**config.mk**
```make
export PLATFORM = sky130hd
export DESIGN_NAME = serial_latch_loader
export DESIGN_NICKNAME = d
export VERILOG_FILES = /design/src/rtl/latch_pkg.sv /design/src/rtl/sipo_shreg.sv /design/src/rtl/serial_latch_loader.sv
export SDC_FILE = /design/constraint.sdc
export NUM_CORES = 1
export LEC_CHECK = 0
export ABC_AREA = 1
export CAP_MARGIN = 5
export CORE_MARGIN = 4
export CORE_UTILIZATION = 45
export CTS_CLUSTER_DIAMETER = 30
export DETAILED_ROUTE_END_ITERATION = 10
export GPL_TIMING_DRIVEN = 0
export MAX_ROUTING_LAYER = met4
export PLACE_DENSITY = 0.78
export SLEW_MARGIN = 20
export SYNTH_ARGS = -nofsm -noshare
export SYNTH_HDL_FRONTEND = slang
export SYNTH_SLANG_ARGS = --single-unit
```
**constraint.sdc**
```tcl
create_clock -name clk -period 1.6 [get_ports clk]
set_clock_uncertainty 0.1 [all_clocks]
set_input_delay 0.24 -clock clk [delete_from_list [all_inputs] [get_ports clk]]
set_output_delay 0.24 -clock clk [all_outputs]
set_load 0.01 [all_outputs]
```
**src/rtl/latch_pkg.sv**
```systemverilog
// Shared constants for the serial latch loader: FSM encoding, defaults and
// counter widths.
package latch_pkg;

  typedef logic [1:0] state_t;

  localparam state_t ST_IDLE  = 2'd0;
  localparam state_t ST_SHIFT = 2'd1;
  localparam state_t ST_LOAD  = 2'd2;

  localparam int DEF_WIDTH     = 8;
  localparam int DEF_EN_CYCLES = 2;
  localparam int FRAME_CNT_W   = 8;
  localparam int LOAD_CNT_W    = 4;

  function automatic int bit_cnt_w(input int width);
    return $clog2(width + 1);
  endfunction

endpackage

```
**src/rtl/sipo_shreg.sv**
```systemverilog
// WIDTH-bit serial-in/parallel-out shift register, MSB first, with
// synchronous clear. Exposes its next value so the word can be captured
// on the same edge as the final shift.
module sipo_shreg #(
  parameter int WIDTH = 8
) (
  input  logic             clk,
  input  logic             reset,
  input  logic             clear,
  input  logic             shift_en,
  input  logic             sdi,
  output logic [WIDTH-1:0] q_next
);

  logic [WIDTH-1:0] q;

  always_comb begin
    q_next = q;
    if (clear) begin
      q_next = '0;
    end else if (shift_en) begin
      q_next = {q[WIDTH-2:0], sdi};
    end
  end

  always_ff @(posedge clk) begin
    if (reset) begin
      q <= '0;
    end else begin
      q <= q_next;
    end
  end

endmodule

```
**src/rtl/serial_latch_loader.sv**
```systemverilog
// Deserialises a framed MSB-first stream and drives a transparent latch bank
// with a registered word and an enable window during which the word is frozen.
//
//   state    | meaning
//   ---------+-------------------------------------------------------------
//   ST_IDLE  | waiting for frame_start; latch_d holds the last loaded word
//   ST_SHIFT | collecting WIDTH valid bits; frame_start restarts the frame
//   ST_LOAD  | latch_d frozen; latch_en high for EN_CYCLES cycles
module serial_latch_loader
  import latch_pkg::*;
#(
  parameter int WIDTH     = DEF_WIDTH,
  parameter int EN_CYCLES = DEF_EN_CYCLES
) (
  input  logic                   clk,
  input  logic                   reset,
  input  logic                   frame_start,
  input  logic                   sdi,
  input  logic                   sdi_valid,
  output logic [WIDTH-1:0]       latch_d,
  output logic                   latch_en,
  output logic                   busy,
  output logic                   frame_err,
  output logic [FRAME_CNT_W-1:0] frame_count
);

  localparam int BCW = bit_cnt_w(WIDTH);
  localparam logic [BCW-1:0]        LAST_BIT = BCW'(WIDTH - 1);
  localparam logic [LOAD_CNT_W-1:0] EN_LOAD  = LOAD_CNT_W'(EN_CYCLES);

  state_t                state;
  logic [BCW-1:0]        bit_cnt;
  logic [LOAD_CNT_W-1:0] load_cnt;
  logic [WIDTH-1:0]      word_next;
  logic                  restart;
  logic                  accept;

  // A start strobe clears the register in IDLE and aborts in SHIFT; in both
  // cases any coincident data bit is discarded.
  assign restart = frame_start && ((state == ST_IDLE) || (state == ST_SHIFT));
  assign accept  = (state == ST_SHIFT) && sdi_valid && !frame_start;
  assign busy    = (state != ST_IDLE);

  sipo_shreg #(
    .WIDTH(WIDTH)
  ) u_shreg (
    .clk     (clk),
    .reset   (reset),
    .clear   (restart),
    .shift_en(accept),
    .sdi     (sdi),
    .q_next  (word_next)
  );

  always_ff @(posedge clk) begin
    if (reset) begin
      state       <= ST_IDLE;
      bit_cnt     <= '0;
      load_cnt    <= '0;
      latch_d     <= '0;
      latch_en    <= 1'b0;
      frame_err   <= 1'b0;
      frame_count <= '0;
    end else begin
      frame_err <= 1'b0;
      case (state)
        ST_IDLE: begin
          if (frame_start) begin
            state   <= ST_SHIFT;
            bit_cnt <= '0;
          end
        end
        ST_SHIFT: begin
          if (frame_start) begin
            bit_cnt   <= '0;
            frame_err <= 1'b1;
          end else if (sdi_valid) begin
            if (bit_cnt == LAST_BIT) begin
              // word_next already contains this final bit
              state    <= ST_LOAD;
              bit_cnt  <= '0;
              latch_d  <= word_next;
              load_cnt <= EN_LOAD;
            end else begin
              bit_cnt <= bit_cnt + 1'b1;
            end
          end
        end
        ST_LOAD: begin
          // First LOAD cycle only raises enable, giving d a full cycle of setup
          if (load_cnt == '0) begin
            state       <= ST_IDLE;
            latch_en    <= 1'b0;
            frame_count <= frame_count + 1'b1;
          end else begin
            latch_en <= 1'b1;
            load_cnt <= load_cnt - 1'b1;
          end
        end
        default: begin
          state    <= ST_IDLE;
          latch_en <= 1'b0;
        end
      endcase
    end
  end

endmodule
```
### Word level (Yosys, flattened, before mapping)

Cells that the tools add are included.

| operators by class | value |
|---|---|
| add/subtract/negate cells | 3 |
| $mul | 0 |
| div/mod/pow operators | 0 |
| order comparisons | 0 |
| eq/ne operators | 10 |
| shift operators | 0 |
| multiplexer cells | 21 |
| bitwise operators | 2 |
| reductions and logical operators | 17 |

Operators with widths:

| kind | number |
|---|---|
| 2-to-1 mux 4 bit | 8 |
| 2-to-1 mux 8 bit | 2 |
| case mux 4 bit (2 select lines) | 2 |
| 2-to-1 mux 2 bit | 5 |
| != test 2 bit (second input constant) | 5 |
| AND reduction 5 bit | 2 |
| adder 8 x 1 -> 8 bit (second input constant) | 1 |
| case mux 2 bit (3 select lines) | 1 |
| nonzero test 2 bit | 3 |
| adder 4 x 1 -> 4 bit (second input constant) | 1 |
| == test 4 x 3 -> 1 bit (second input constant) | 1 |
| logical NOT 4 bit | 1 |
| AND reduction 4 bit | 1 |
| OR reduction 2 bit | 2 |
| subtractor 4 x 1 -> 4 bit (second input constant) | 1 |
| logical AND 1 bit | 3 |
| != test 3 bit (second input constant) | 1 |
| AND reduction 3 bit | 1 |
| == test 2 x 1 -> 1 bit (second input constant) | 1 |
| == test 2 bit (second input constant) | 1 |
| logical NOT 2 bit | 1 |
| 2-to-1 mux 1 bit | 2 |
| != test 2 x 1 -> 1 bit (second input constant) | 1 |
| NOT 1 bit | 2 |
| other kinds (4) | 4 |

| storage, ports and cells | value |
|---|---|
| bits in registers | 36 |
| bits in latches | 0 |
| memory bits (writable) | 0 |
| memory bits (read-only) | 0 |
| input port bits | 5 |
| output and inout port bits | 19 |
| logic and storage cells | 61 |
| memories kept | 0 |

### Logic depth before layout (Yosys ltp)

| logic depth | value |
|---|---|
| word-level depth | 5 |
| gate-level depth with buffers | 10 |
| depth with buffers taken out | 10 |

### Modules after synthesis

A second synthesis with hierarchy kept.

| unflattened totals | value |
|---|---|
| cells, all modules | 250 |
| area, all modules | 1,799.2 sq um |

Modules (own cells, without submodules):

| module | instances | cells an instance | area an instance (sq um) | seq. area each (sq um) |
|---|---|---|---|---|
| serial_latch_loader | 1 | 189 | 1,328.8 | 560.5 |
| sipo_shreg | 1 | 61 | 470.5 | 160.2 |

### Worst setup path before layout

OpenSTA, ideal clock, no wires.

| timing path | value |
|---|---|
| kind | register to register |
| from | register load_cnt[0] |
| to | register frame_count[3] |
| setup time | 0.115 ns |
| data arrival time | 1.220 ns |
| required time | 1.385 ns |
| slack | 0.165 ns |
| stages on the path, launching flop included | 10 |
| path buffers | 0 |
| period minus slack after synthesis | 1.435 ns |
| path through | dfxtp_1 inv_1 ha_1 inv_1 nor2_1 nand2_1 nor2_4 nand2_1 o21ai_1 nor2_1 |

| on the way | value |
|---|---|
| cells in the longest elaborated chain, start to end | 2 |

Ends and longest elaborated chain:

| what | line | RTL |
|---|---|---|
| start: declaration | serial_latch_loader.sv:33 | `logic [LOAD_CNT_W-1:0] load_cnt;` |
| start signal: assignment | serial_latch_loader.sv:97 | `load_cnt <= load_cnt - 1'b1;` |
| logical NOT 4 bit | serial_latch_loader.sv:91 | `if (load_cnt == '0) begin` |
| AND reduction 2 bit (no line) | - |  |
| end signal: assignment | serial_latch_loader.sv:94 | `frame_count <= frame_count + 1'b1;` |
| end: declaration | serial_latch_loader.sv:24 | `output logic [FRAME_CNT_W-1:0] frame_count` |

Every way passes these cells.
A chain may end at the register's enable or synchronous reset.

### Worst setup path in the final report

| timing path | value |
|---|---|
| from | register load_cnt[0] |
| to | register frame_count[2] |

The elaborated chain is that of the path after synthesis.

==> results_dict.tcl <==
set metrics [dict create \
    irDropWorstVdd_uv 467 \
    cts_sinks 35 \
    syn_nets 241 \
    rows 21 \
    maxUsedRoutingLayer "met4" \
    drt-total-wl_um 3420 \
    antenna_found_initial 0 \
    holdCritPathClass "flop to flop" \
    cp.arrival_ps 1660 \
    first_pass_iters 4 \
    cp-start-kind "flop" \
    cellPowerDensity_nw_per_um2 705 \
    yosysUniqueCellTypes 21 \
    worstSetupEndpointType "flop" \
    syn-instance-count 233 \
    dieArea_um2 4650 \
    numCtsBuffers 5 \
    cts.hold.buffers_added 0 \
    tightest_slew_ps 502 \
    drt_iter0_drc 67 \
    async_reset_ff_share_pct 0 \
    power.internal_uw 1110 \
    fill_cells 299 \
    worst_slack_ps 81.3 \
    post-place-cells 302 \
    fmax_ghz 0.658 \
    wl_per_cell_um 10.9 \
    synthFlopType "dfxtp_1" \
    fin_hold_ws_ps 375 \
    dr_wl_met2_um 1640 \
    cts_root_buf "clkbuf_4" \
    die_w_um 68.2 \
    place_hpwl_um 2470 \
    drc_errors 0 \
    regArea_um2 714 \
    p_switching_uw 362 \
    synthTopCellsByCount "61 x nand2_1, 35 x dfxtp_1, 31 x inv_1" \
    cap_violations 0 \
    ys_seq_area_share_pct 42.9 \
    cts_tree "built" \
    ys_ff_latch 35 \
    fp.coreArea_um2 3420 \
    synth_largest_area_cell "dfxtp_1" \
    crit_type "flop to flop" \
    setup_violations 0 \
    path_clk_slew_ps 100 \
    first_global_vias 1499 \
    multi_input_area_um2 823 \
    met1_length_um 1550 \
    status "complete, no violations" \
    yosysMostFrequentCell "nand2_1" \
    synth_edf_count 0 \
    grt_pass1_wl_um 6000 \
    track_usage_pct 17.7 \
    portBuffers 23 \
    wl_met3_um 189 \
    fin_crit_ps 1520 \
    clk_latency_ps 340 \
    avgSynthCellArea_um2 7.00 \
    pwr-share-comb_pct 6.7 \
    fin_cells 313 \
    synth_top_cell_area_share_pct 42.9 \
    maxSlewViolCount 0 \
    grt_overflow 0 \
    die_y_um 68.2 \
    syn_to_final_growth_pct 28.2 \
    viasPerCell 4.95 \
    h-tree-depth 2 \
    antenna_cells 0 \
    critPathMaxFanout 7 \
    drtAntennaViolNets 0 \
    finalHoldViolCount 0 \
    gp_congestion 0.825 \
    seq_power_share_pct 59.8 \
    num_io_pins 24 \
    syn-cell-area_um2 1630 \
    pre_cts_slack_ps -227 \
    vias 1548 \
    grt_max_degree 11 \
    critPathRequiredTime_ps 1740 \
    nets 275 \
    clockPowerShare_pct 33.5 \
    fin_tns_setup_ps 0 \
    final_util_pct 61.2 \
    ys_top_cells_by_area "dfxtp_1 43%, nand2_1 14%, inv_1 7.1%, a21oi_1 7.1%, nor2_1 5.3%" \
    relSlewSlack_pct 66.5 \
    p_sw_share_pct 24.5 \
    leakagePower_uw 0.00106 \
    drive_gt1_share_pct 17.2 \
    clock_path_buffers 2 \
    synth-warning-count 0 \
    start_util_pct 47.8 \
    timing.final.crit_share_pct 94.9 \
]
==> worst max-delay path: stages, from the launching register on <==
cell	delay, ps
dfxtp_2	350
inv_2	80
ha_4	130
inv_2	40
nor2_4	100
nand2_2	110
nor2_4	220
buf_6	130
nand3_1	60
nand2_1	60
a21oi_1	40
==> cells by family after synthesis <==
| kind of cell | count (synthesis) | share of synthesized area, % |
|---|---|---|
| buffers and inverters | 39 | 9.51 |
| adders and majority gates | 3 | 2.30 |
| AOI/OAI and AO/OA | 40 | 12.5 |
| and+or+nand+nor | 115 | 32.2 |
| xor gates and xnor gates | 1 | 0.537 |
| DFF | 35 | 42.9 |
==> per-stage QoR <==
step	area (um^2)	total power [uW]
3_3_place_gp	1920	1000
4_1_cts	1990	1490
6_report	2090	1480
5_1_grt	2090	1550
2_1_floorplan	1630	966
3_5_place_dp	1920	1000
==> power by group through the flow <==
stage | logic [uW] | clock network (uW) | registers, uW
floorplan | 61.3 | 0 | 904
global placement | 98.6 | 0 | 904
detailed placement | 99.8 | 0 | 905
CTS | 98.6 | 512 | 883
global route | 112 | 553 | 885
finish | 98.6 | 494 | 883
==> final timing paths <==
path	start	endpoint	slack (ps)	cells past startpoint
max	load_cnt[0]	frame_count[2]	80	10
min	frame_count[2]	frame_count[2]	370	2
max reg2reg	load_cnt[0]	frame_count[2]	80	10
min reg2reg	frame_count[2]	frame_count[2]	370	2
==> flip-flops by register name, indices dropped and copies added (netlist names) <==
signal and count:
latch_d 8, frame_err 1, state 2, bit_cnt 4
u_shreg.q 7, frame_count 8, load_cnt 4, latch_en 1
==> routing by layer <==
layer	vias to the layer above	GRT usage, %
li1	811	-
met1	703	20.0
met2	28	29.4
met3	6	5.91
met4	0	6.20
met5	-	-
==> cell usage in the layout (no fill, tap or decap), types with 9 or more instances in the layout <==
cell            instances
nand2_1                56
inv_1                  28
dfxtp_1                28
a21oi_1                22
nor2_1                 21
nand3_1                15
o21ai_0                11
dlygate4sd2_1           9
dlymetal6s2s_1          9
==> final cells by class <==
class	instances	area share, %
Multi-Input combinational cell	159	39.4
Clock inverter	1	0.239
Clock buffer	6	2.45
Sequential cell	35	34.2
Buffer	4	1.14
Tap cell	46	2.75
Inverter	35	6.40
Timing Repair Buffer	27	13.5
==> repair_timing <==
action / CTS / global route
pin swaps: 1 / 6
resized for setup: 17 / 31
setup buffers: 2 / 2
endpoints found under the setup margin: 15 / 30
(Power assumes the default switching activity.)
